$ cat src/rtl/word_serializer_if.sv
// Handshake and serial-output bundle for word_serializer.
// rem_out only exists when SER_REMAINDER_EN is defined.
interface word_serializer_if #(
    parameter int WIDTH = 8
);
    logic             load_valid;
    logic             load_ready;
    logic [WIDTH-1:0] load_data;
    logic             ser_bit;
    logic             ser_valid;
    logic             frame_start;
    logic             frame_last;
    logic             busy;
`ifdef SER_REMAINDER_EN
    logic [1:0]       rem_out;
`endif

    // master = upstream feeder plus downstream consumer; slave = the serializer
    modport master (
        output load_valid,
        output load_data,
        input  load_ready,
        input  ser_bit,
        input  ser_valid,
        input  frame_start,
        input  frame_last,
`ifdef SER_REMAINDER_EN
        input  rem_out,
`endif
        input  busy
    );

    modport slave (
        input  load_valid,
        input  load_data,
        output load_ready,
        output ser_bit,
        output ser_valid,
        output frame_start,
        output frame_last,
`ifdef SER_REMAINDER_EN
        output rem_out,
`endif
        output busy
    );
endinterface

$ cat src/rtl/word_serializer.sv
// Parallel-to-serial feeder for the mod-3 checker: MSB first, frame_start pulse before each word.
// Optional macro SER_REMAINDER_EN adds rem_out, a golden mod-3 remainder of the emitted bits.
module word_serializer #(
    parameter int WIDTH = 8
) (
    input  logic               clk,
    input  logic               rst,
    word_serializer_if.slave   bus
);
    localparam int CW = (WIDTH > 1) ? $clog2(WIDTH) : 1;
    localparam logic [CW-1:0] LAST_IDX = CW'(WIDTH - 1);

    typedef enum logic [1:0] {
        IDLE  = 2'd0,
        START = 2'd1,
        SHIFT = 2'd2
    } state_t;

    state_t           r_state;
    logic [WIDTH-1:0] r_shift;
    logic [CW-1:0]    r_count;
    logic             r_serBit;
    logic             r_serValid;
    logic             r_frameStart;
    logic             r_frameLast;
    logic             r_busy;
    logic             w_loadReady;
    logic             w_accept;

    // r_count holds how many bits remain after the one currently on ser_bit
    assign w_loadReady = (r_state == IDLE) || ((r_state == SHIFT) && (r_count == '0));
    assign w_accept    = bus.load_valid && w_loadReady;

`ifdef SER_REMAINDER_EN
    logic [1:0] r_rem;

    function automatic logic [1:0] remNext(input logic [1:0] rem, input logic b);
        logic [1:0] nxt;
        nxt = 2'd0;
        case ({rem, b})
            3'b000:  nxt = 2'd0;
            3'b001:  nxt = 2'd1;
            3'b010:  nxt = 2'd2;
            3'b011:  nxt = 2'd0;
            3'b100:  nxt = 2'd1;
            3'b101:  nxt = 2'd2;
            default: nxt = 2'd0;
        endcase
        return nxt;
    endfunction
`endif

    // The internal shift register runs one position ahead of ser_bit so every output stays registered
    always_ff @(posedge clk or posedge rst) begin
        if (rst) begin
            r_state      <= IDLE;
            r_shift      <= '0;
            r_count      <= '0;
            r_serBit     <= 1'b0;
            r_serValid   <= 1'b0;
            r_frameStart <= 1'b0;
            r_frameLast  <= 1'b0;
            r_busy       <= 1'b0;
`ifdef SER_REMAINDER_EN
            r_rem        <= 2'd0;
`endif
        end else if (w_accept) begin
            r_state      <= START;
            r_shift      <= bus.load_data;
            r_count      <= LAST_IDX;
            r_serBit     <= 1'b0;
            r_serValid   <= 1'b0;
            r_frameStart <= 1'b1;
            r_frameLast  <= 1'b0;
            r_busy       <= 1'b1;
`ifdef SER_REMAINDER_EN
            r_rem        <= 2'd0;
`endif
        end else begin
            case (r_state)
                IDLE: begin
                    r_state <= IDLE;
                end
                START: begin
                    r_state      <= SHIFT;
                    r_frameStart <= 1'b0;
                    r_serValid   <= 1'b1;
                    r_serBit     <= r_shift[WIDTH-1];
                    r_shift      <= r_shift << 1;
                    r_frameLast  <= (r_count == '0);
                end
                SHIFT: begin
`ifdef SER_REMAINDER_EN
                    r_rem <= remNext(r_rem, r_serBit);
`endif
                    if (r_count != '0) begin
                        r_serBit    <= r_shift[WIDTH-1];
                        r_shift     <= r_shift << 1;
                        r_count     <= r_count - CW'(1);
                        r_frameLast <= (r_count == CW'(1));
                    end else begin
                        r_state     <= IDLE;
                        r_serBit    <= 1'b0;
                        r_serValid  <= 1'b0;
                        r_frameLast <= 1'b0;
                        r_busy      <= 1'b0;
                    end
                end
                default: begin
                    r_state <= IDLE;
                end
            endcase
        end
    end

    assign bus.load_ready  = w_loadReady;
    assign bus.ser_bit     = r_serBit;
    assign bus.ser_valid   = r_serValid;
    assign bus.frame_start = r_frameStart;
    assign bus.frame_last  = r_frameLast;
    assign bus.busy        = r_busy;
`ifdef SER_REMAINDER_EN
    assign bus.rem_out     = r_rem;
`endif
endmodule

$ cat src/flat_wrapper.sv
// flat-port wrapper written by rule: the top's interface ports become plain ports
module word_serializer_flat 
#(
    parameter int WIDTH = 8
)
  (clk, rst, bus_load_valid, bus_load_data, bus_load_ready, bus_ser_bit, bus_ser_valid, bus_frame_start, bus_frame_last, bus_busy);
  word_serializer_if #(.WIDTH(WIDTH)) bus_i ();
  input  logic clk;
  input  logic rst;
  input wire logic [$bits(bus_i.load_valid)-1:0] bus_load_valid;
  input wire logic [$bits(bus_i.load_data)-1:0] bus_load_data;
  output wire logic [$bits(bus_i.load_ready)-1:0] bus_load_ready;
  output wire logic [$bits(bus_i.ser_bit)-1:0] bus_ser_bit;
  output wire logic [$bits(bus_i.ser_valid)-1:0] bus_ser_valid;
  output wire logic [$bits(bus_i.frame_start)-1:0] bus_frame_start;
  output wire logic [$bits(bus_i.frame_last)-1:0] bus_frame_last;
  output wire logic [$bits(bus_i.busy)-1:0] bus_busy;
  assign bus_i.load_valid = bus_load_valid;
  assign bus_i.load_data = bus_load_data;
  assign bus_load_ready = bus_i.load_ready;
  assign bus_ser_bit = bus_i.ser_bit;
  assign bus_ser_valid = bus_i.ser_valid;
  assign bus_frame_start = bus_i.frame_start;
  assign bus_frame_last = bus_i.frame_last;
  assign bus_busy = bus_i.busy;
  word_serializer #(.WIDTH(WIDTH)) u_core (.clk(clk), .rst(rst), .bus(bus_i));
endmodule
$ cat config.mk
export PLATFORM = sky130hd
export DESIGN_NAME = word_serializer_flat
export DESIGN_NICKNAME = d
export VERILOG_FILES = /design/src/rtl/word_serializer_if.sv /design/src/rtl/word_serializer.sv /design/src/flat_wrapper.sv
export SDC_FILE = /design/constraint.sdc
export NUM_CORES = 1
export LEC_CHECK = 0
export ABC_AREA = 1
export BUFFER_PORTS_ARGS = -buffer_cell sky130_fd_sc_hd__clkbuf_2
export CORE_UTILIZATION = 48
export CTS_CLUSTER_DIAMETER = 100
export DETAILED_ROUTE_END_ITERATION = 16
export PLACE_DENSITY = 0.74
export RECOVER_POWER = 100
export SLEW_MARGIN = 20
export SYNTH_ARGS = -nofsm -noshare
export SYNTH_HDL_FRONTEND = slang
export SYNTH_SLANG_ARGS = --single-unit
$ cat constraint.sdc
create_clock -name clk -period 1.4 [get_ports clk]
set_input_delay 0.21 -clock clk [delete_from_list [all_inputs] [get_ports clk]]
set_output_delay 0.21 -clock clk [all_outputs]
set_load 0.1 [all_outputs]
# Yosys cells after proc, flatten, opt, wreduce, memory -nomap -nowiden
# Cells that the tools add are included.
# word_totals
in_bits	11
out_inout_bits	6
register_bits	18
# classes
n_addsub	1
n_reduce_logical	14
n_eq_ne	6
mux	22
# op_table
op	count
8-bit 2-to-1 mux	2
8-bit one-hot mux with 2 select lines	1
1-bit 2-to-1 mux	10
3-bit 2-to-1 mux	3
2-bit AND reduction	4
3-bit by 2-bit != test with 1-bit output (second input constant)	2
1-bit one-hot mux with 2 select lines	3
2-bit nonzero test	3
3-bit nonzero test	2
2-bit 2-to-1 mux	2
2-bit one-hot mux with 2 select lines	1
3-bit by 1-bit equality test with 1-bit output (second input constant)	1
3-bit zero test	1
3-bit by 1-bit subtractor with 3-bit output (second input constant)	1
2-bit by 1-bit equality test with 1-bit output (second input constant)	1
2-bit equality test (second input constant)	1
1-bit logical AND	2
2-bit zero test	1
2-bit by 1-bit != test with 1-bit output (second input constant)	1
1-bit logical OR	1

# Longest topological paths before layout
# logic_depth
ltp_word	6
ltp_mapped	9

# Least setup slack after synthesis
# OpenSTA, ideal clock, no wires.
# synth_path
path_kind	register -> register
from	register u_core.r_count[0]
to	register u_core.r_shift[1]
period_less_slack_ns	1.618
n_path_buf	1
required_ns	1.275
arrival_time_ns	1.494
slack_ns	-0.218
path_stages_with_launch	9
cell_sequence	dfrtp_1 > inv_1 > ha_1 > nand3_4 > nand2_4 > nand2_4 > buf_6 > nand3_1 > nand3_1
# synth_between
elab_chain_len	6
# synth_lines
item	line_no	source
from (decl)	word_serializer.sv:21	logic [CW-1:0] r_count;
from (signal assigned)	word_serializer.sv:99	r_count <= r_count - CW'(1);
3-bit zero test (*)	word_serializer.sv:31	assign w_loadReady = (r_state == IDLE) || ((r_state == SHIFT) && (r_count == '0));
1-bit logical AND (*)	word_serializer.sv:31	
1-bit logical OR (*)	word_serializer.sv:31	
via bus_load_ready	flat_wrapper.sv:12	output wire logic [$bits(bus_i.load_ready)-1:0] bus_load_ready;
1-bit logical AND (*)	word_serializer.sv:32	assign w_accept = bus.load_valid && w_loadReady;
3-bit by 2-bit != test with 1-bit output (no line) / 3-bit nonzero test (equally long branches)	-	
2-bit AND reduction (no line)	-	
to (signal assigned)	word_serializer.sv:69	r_shift <= bus.load_data;
to (signal assigned)	word_serializer.sv:89	r_shift <= r_shift << 1;
to (signal assigned)	word_serializer.sv:98	r_shift <= r_shift << 1;
to (decl)	word_serializer.sv:20	logic [WIDTH-1:0] r_shift;
# The timed path passes the listed nets; every way through them passes the cells marked *.
# A chain may end at the register's enable or synchronous reset.

# Worst setup path in the final report
# layout_path
from	register u_core.r_state[0]
to	output port bus_load_ready
# layout_between
elab_chain_len	3
# layout_lines
item	line_no	source
from (decl)	word_serializer.sv:19	state_t r_state;
from (signal assigned)	word_serializer.sv:56	r_state <= IDLE;
from (signal assigned)	word_serializer.sv:68	r_state <= START;
from (signal assigned)	word_serializer.sv:82	r_state <= IDLE;
2-bit equality test	word_serializer.sv:31	
1-bit logical AND	word_serializer.sv:31	
1-bit logical OR (*)	word_serializer.sv:31	
to (decl)	flat_wrapper.sv:12	
# Every way passes the cells marked *; elsewhere a longest branch is shown, timed or not.

==> results.toml <==
[synth]
yosys.area_share.simple_pct = 31.6
ys_ff_latch = 18
synth_cell_type_count = 14
synth_compound_area_share_pct = 4.33
netlist.area_leader.share_pct = 47.2
mappedNetlistArea_um2 = 955
ys_seq_area_share_pct = 47.2
synth_area_leaders = "dfrtp_1, nand3_1, nand2_1"
synth_top_family_by_area = "simple AND/OR/NAND/NOR gates"
synth_top_area_cell = "dfrtp_1"
synth_xor_area_share_pct = 0
synthAdderAreaFrac_pct = 7.86
synth_cells = 112
yosys_warnings = 0
synth_area_per_cell_um2 = 8.52
syn_nets = 129
synth_mux_area_share_pct = 0

[power]
p_leak_nw = 0.710
sequentialPowerShare_pct = 25.1
switching_share_pct = 49.5
comb_power_share_pct = 65.8
p_sw_w = 0.00175
powerDensity_mw_per_mm2 = 2620
cellInternalPower_w = 0.00178
p_total_w = 0.00352
clockPowerShare_pct = 9.1
vdd_drop_max_v = 0.00164

[cts]
clkTransAtPathRegs_ps = 110
clk_latency_ps = 280
clockRootBuffer = "clkbuf_4"
clock_path_buffers = 2
cts_buffers = 3
h-tree-depth = 1
cts_tree = "yes"
cts.sinks = 18

[floorplan]
coreArea_mm2 = 0.00180
start_util_pct = 53.0
rows = 15
die_w_um = 46.6
ios = 17
die_h_um = 46.6
die_area_mm2 = 0.00217

[setup_path]
start_kind = "flop"
cp_max_fo = 3
critPathKind = "reg2out"
end_kind = "output port"
crit_required_ps = 1190
worstPathArrival_ps = 1300

[sta]
hold_ws_ps = 119
worst_pin_slew_ps = 485
final.period_utilization_pct = 108
fin_worst_skew_ps = 1.12
fin_ws_ps = -107
hold_viol_final = 0
slew_headroom_pct = 67.9
rsz0062_at_grt = "yes"
slew_violations = 0
final-setup-viol-count = 4
max_freq_ghz = 0.663
period_needed_ps = 1510

[cells_and_area]
diodes = 0
fin_cells = 175
fin_area_mm2 = 0.00135
drive_gt1_share_pct = 38.7
area_growth_pct = 41.0
nets = 168
fill_cells = 133

[place]
port_buffers = 16
dp_cells = 158
place_hpwl_um = 1310
dpl_cell_area_mm2 = 0.00117
gp_congestion = 0.733

[route]
drc_errors = 0
avgRoutedWirePerCell_um = 12.4
drt-initial-drc-count = 21
ant_nets = 0
vias = 855
viasPerCell = 4.89
firstDrtPassIters = 4
wirelength_um = 2180

[min_path]
hold_class = "in2reg"

[status]
violations = "negative setup slack"
status = "finished with violations"

[global_routing]
grt_antenna_before_repair = 0
grt_pass1_wl_um = 2990
grt_start_max_net_pins = 19
track_usage_pct = 20.0
overflow = 0
first_global_vias = 714

[run]
cap_violations = 0
-- final timing paths --
kind / startpoint / endpoint / slack [ps] / depth (start not counted)
worst max-delay path: u_core.r_state[0] / bus_load_ready / -110 / 5
worst min-delay path: bus_load_data[0] / u_core.r_shift[0] / 120 / 3
worst max register to register: u_core.r_state[1] / u_core.bus.frame_last / -40 / 6
worst min register to register: u_core.bus.ser_bit / u_core.bus.ser_bit / 520 / 2
max in group asynchronous: rst / u_core.r_state[0] / 550 / 4
min in group asynchronous: rst / u_core.r_shift[7] / 530 / 4
-- power groups by stage --
stage                     logic (W)  clock network [W]  registers, W
after global placement      0.00189                  0      0.000884
after global routing        0.00252           0.000342      0.000911
after CTS                   0.00220           0.000323      0.000882
after detailed placement    0.00194                  0      0.000892
after floorplan             0.00118                  0       0.00119
final                       0.00232           0.000320      0.000884
-- critical path, stage by stage (launching register included) --
cell	delay (ps)
dfrtp_1	410
inv_2	90
ha_4	150
nand3_4	100
nand2_8	100
buf_12	170
-- what timing repair did --
| action | CTS | global route |
|---|---|---|
| gates resized for setup | 5 | 4 |
| hold buffers | 1 | 0 |
| endpoints found under the setup margin | 14 | 15 |
| setup buffers | 7 | 2 |
| pin swaps | 3 | 2 |
| hold endpoints to repair | 18 | 0 |
| cloned | 1 | 2 |
-- cells in the final DEF (no fill, tap or decap) --
cell,count
nand2_4,2
nand2_8,3
nand3_2,1
a21oi_2,1
clkbuf_8,1
dfrtp_1,18
o21ai_0,1
ha_4,2
o211ai_2,1
clkbuf_4,6
inv_4,1
buf_6,1
inv_1,8
a21oi_1,1
inv_8,1
buf_12,2
nand3_1,26
o21ai_1,2
clkbuf_2,11
nand2_1,32
ha_2,1
inv_2,8
ha_1,3
nand3_4,1
buf_2,2
dlygate4sd3_1,1
buf_4,13
-- synth_stat cells, drive strengths merged --
master,count
inv,17
a21oi,2
o211ai,1
nand2,35
dfrtp,18
ha,6
o21ai,3
nand3,28
buf,2
-- registers in the layout (all words and copies together) (netlist names) --
signal	flops
u_core.r_state	2
u_core.r_shift	8
u_core.bus.frame_start	1
u_core.r_count	3
u_core.bus.frame_last	1
u_core.bus.ser_bit	1
u_core.bus.ser_valid	1
u_core.bus.busy	1
-- layout make-up --
type	instances	area [um^2]	share of cell area (%)
timing repair inverter	1	6.26	0.465
tap	25	31.3	2.32
multi-input combinational	77	504	37.5
clock buffer	4	36.3	2.70
sequential	18	450	33.5
timing repair buffer	33	246	18.3
inverter	17	71.3	5.30
-- metal layers --
layer	routed length [um]	up-vias	global-route usage, %
met3	82	2	4.71
met2	1030	25	31.9
li1	-	437	-
met5	0	-	0
met1	1050	391	26.8
met4	14	0	5.29
-- logic make-up after synthesis --
| group | count (synthesis) |
|---|---|
| flip-flops | 18 |
| AND/OR/NAND/NOR | 63 |
| AO/OA/AOI/OAI | 6 |
| buffers and inverters | 19 |
| adder cells (fa/ha/maj) | 6 |
-- through the flow --
stage / util [%] / setup slack, ps / setup TNS (ps)
after floorplan: - / -12.4 / -61.9
final: 74.7 / -107 / -202
after global placement: 65.0 / 16.4 / 0
after CTS: 72.4 / -98.8 / -98.8
after detailed placement: 65.0 / -21.0 / -69.7
after global routing: 74.7 / -160 / -1130
Power figures use the tool's default switching activity.
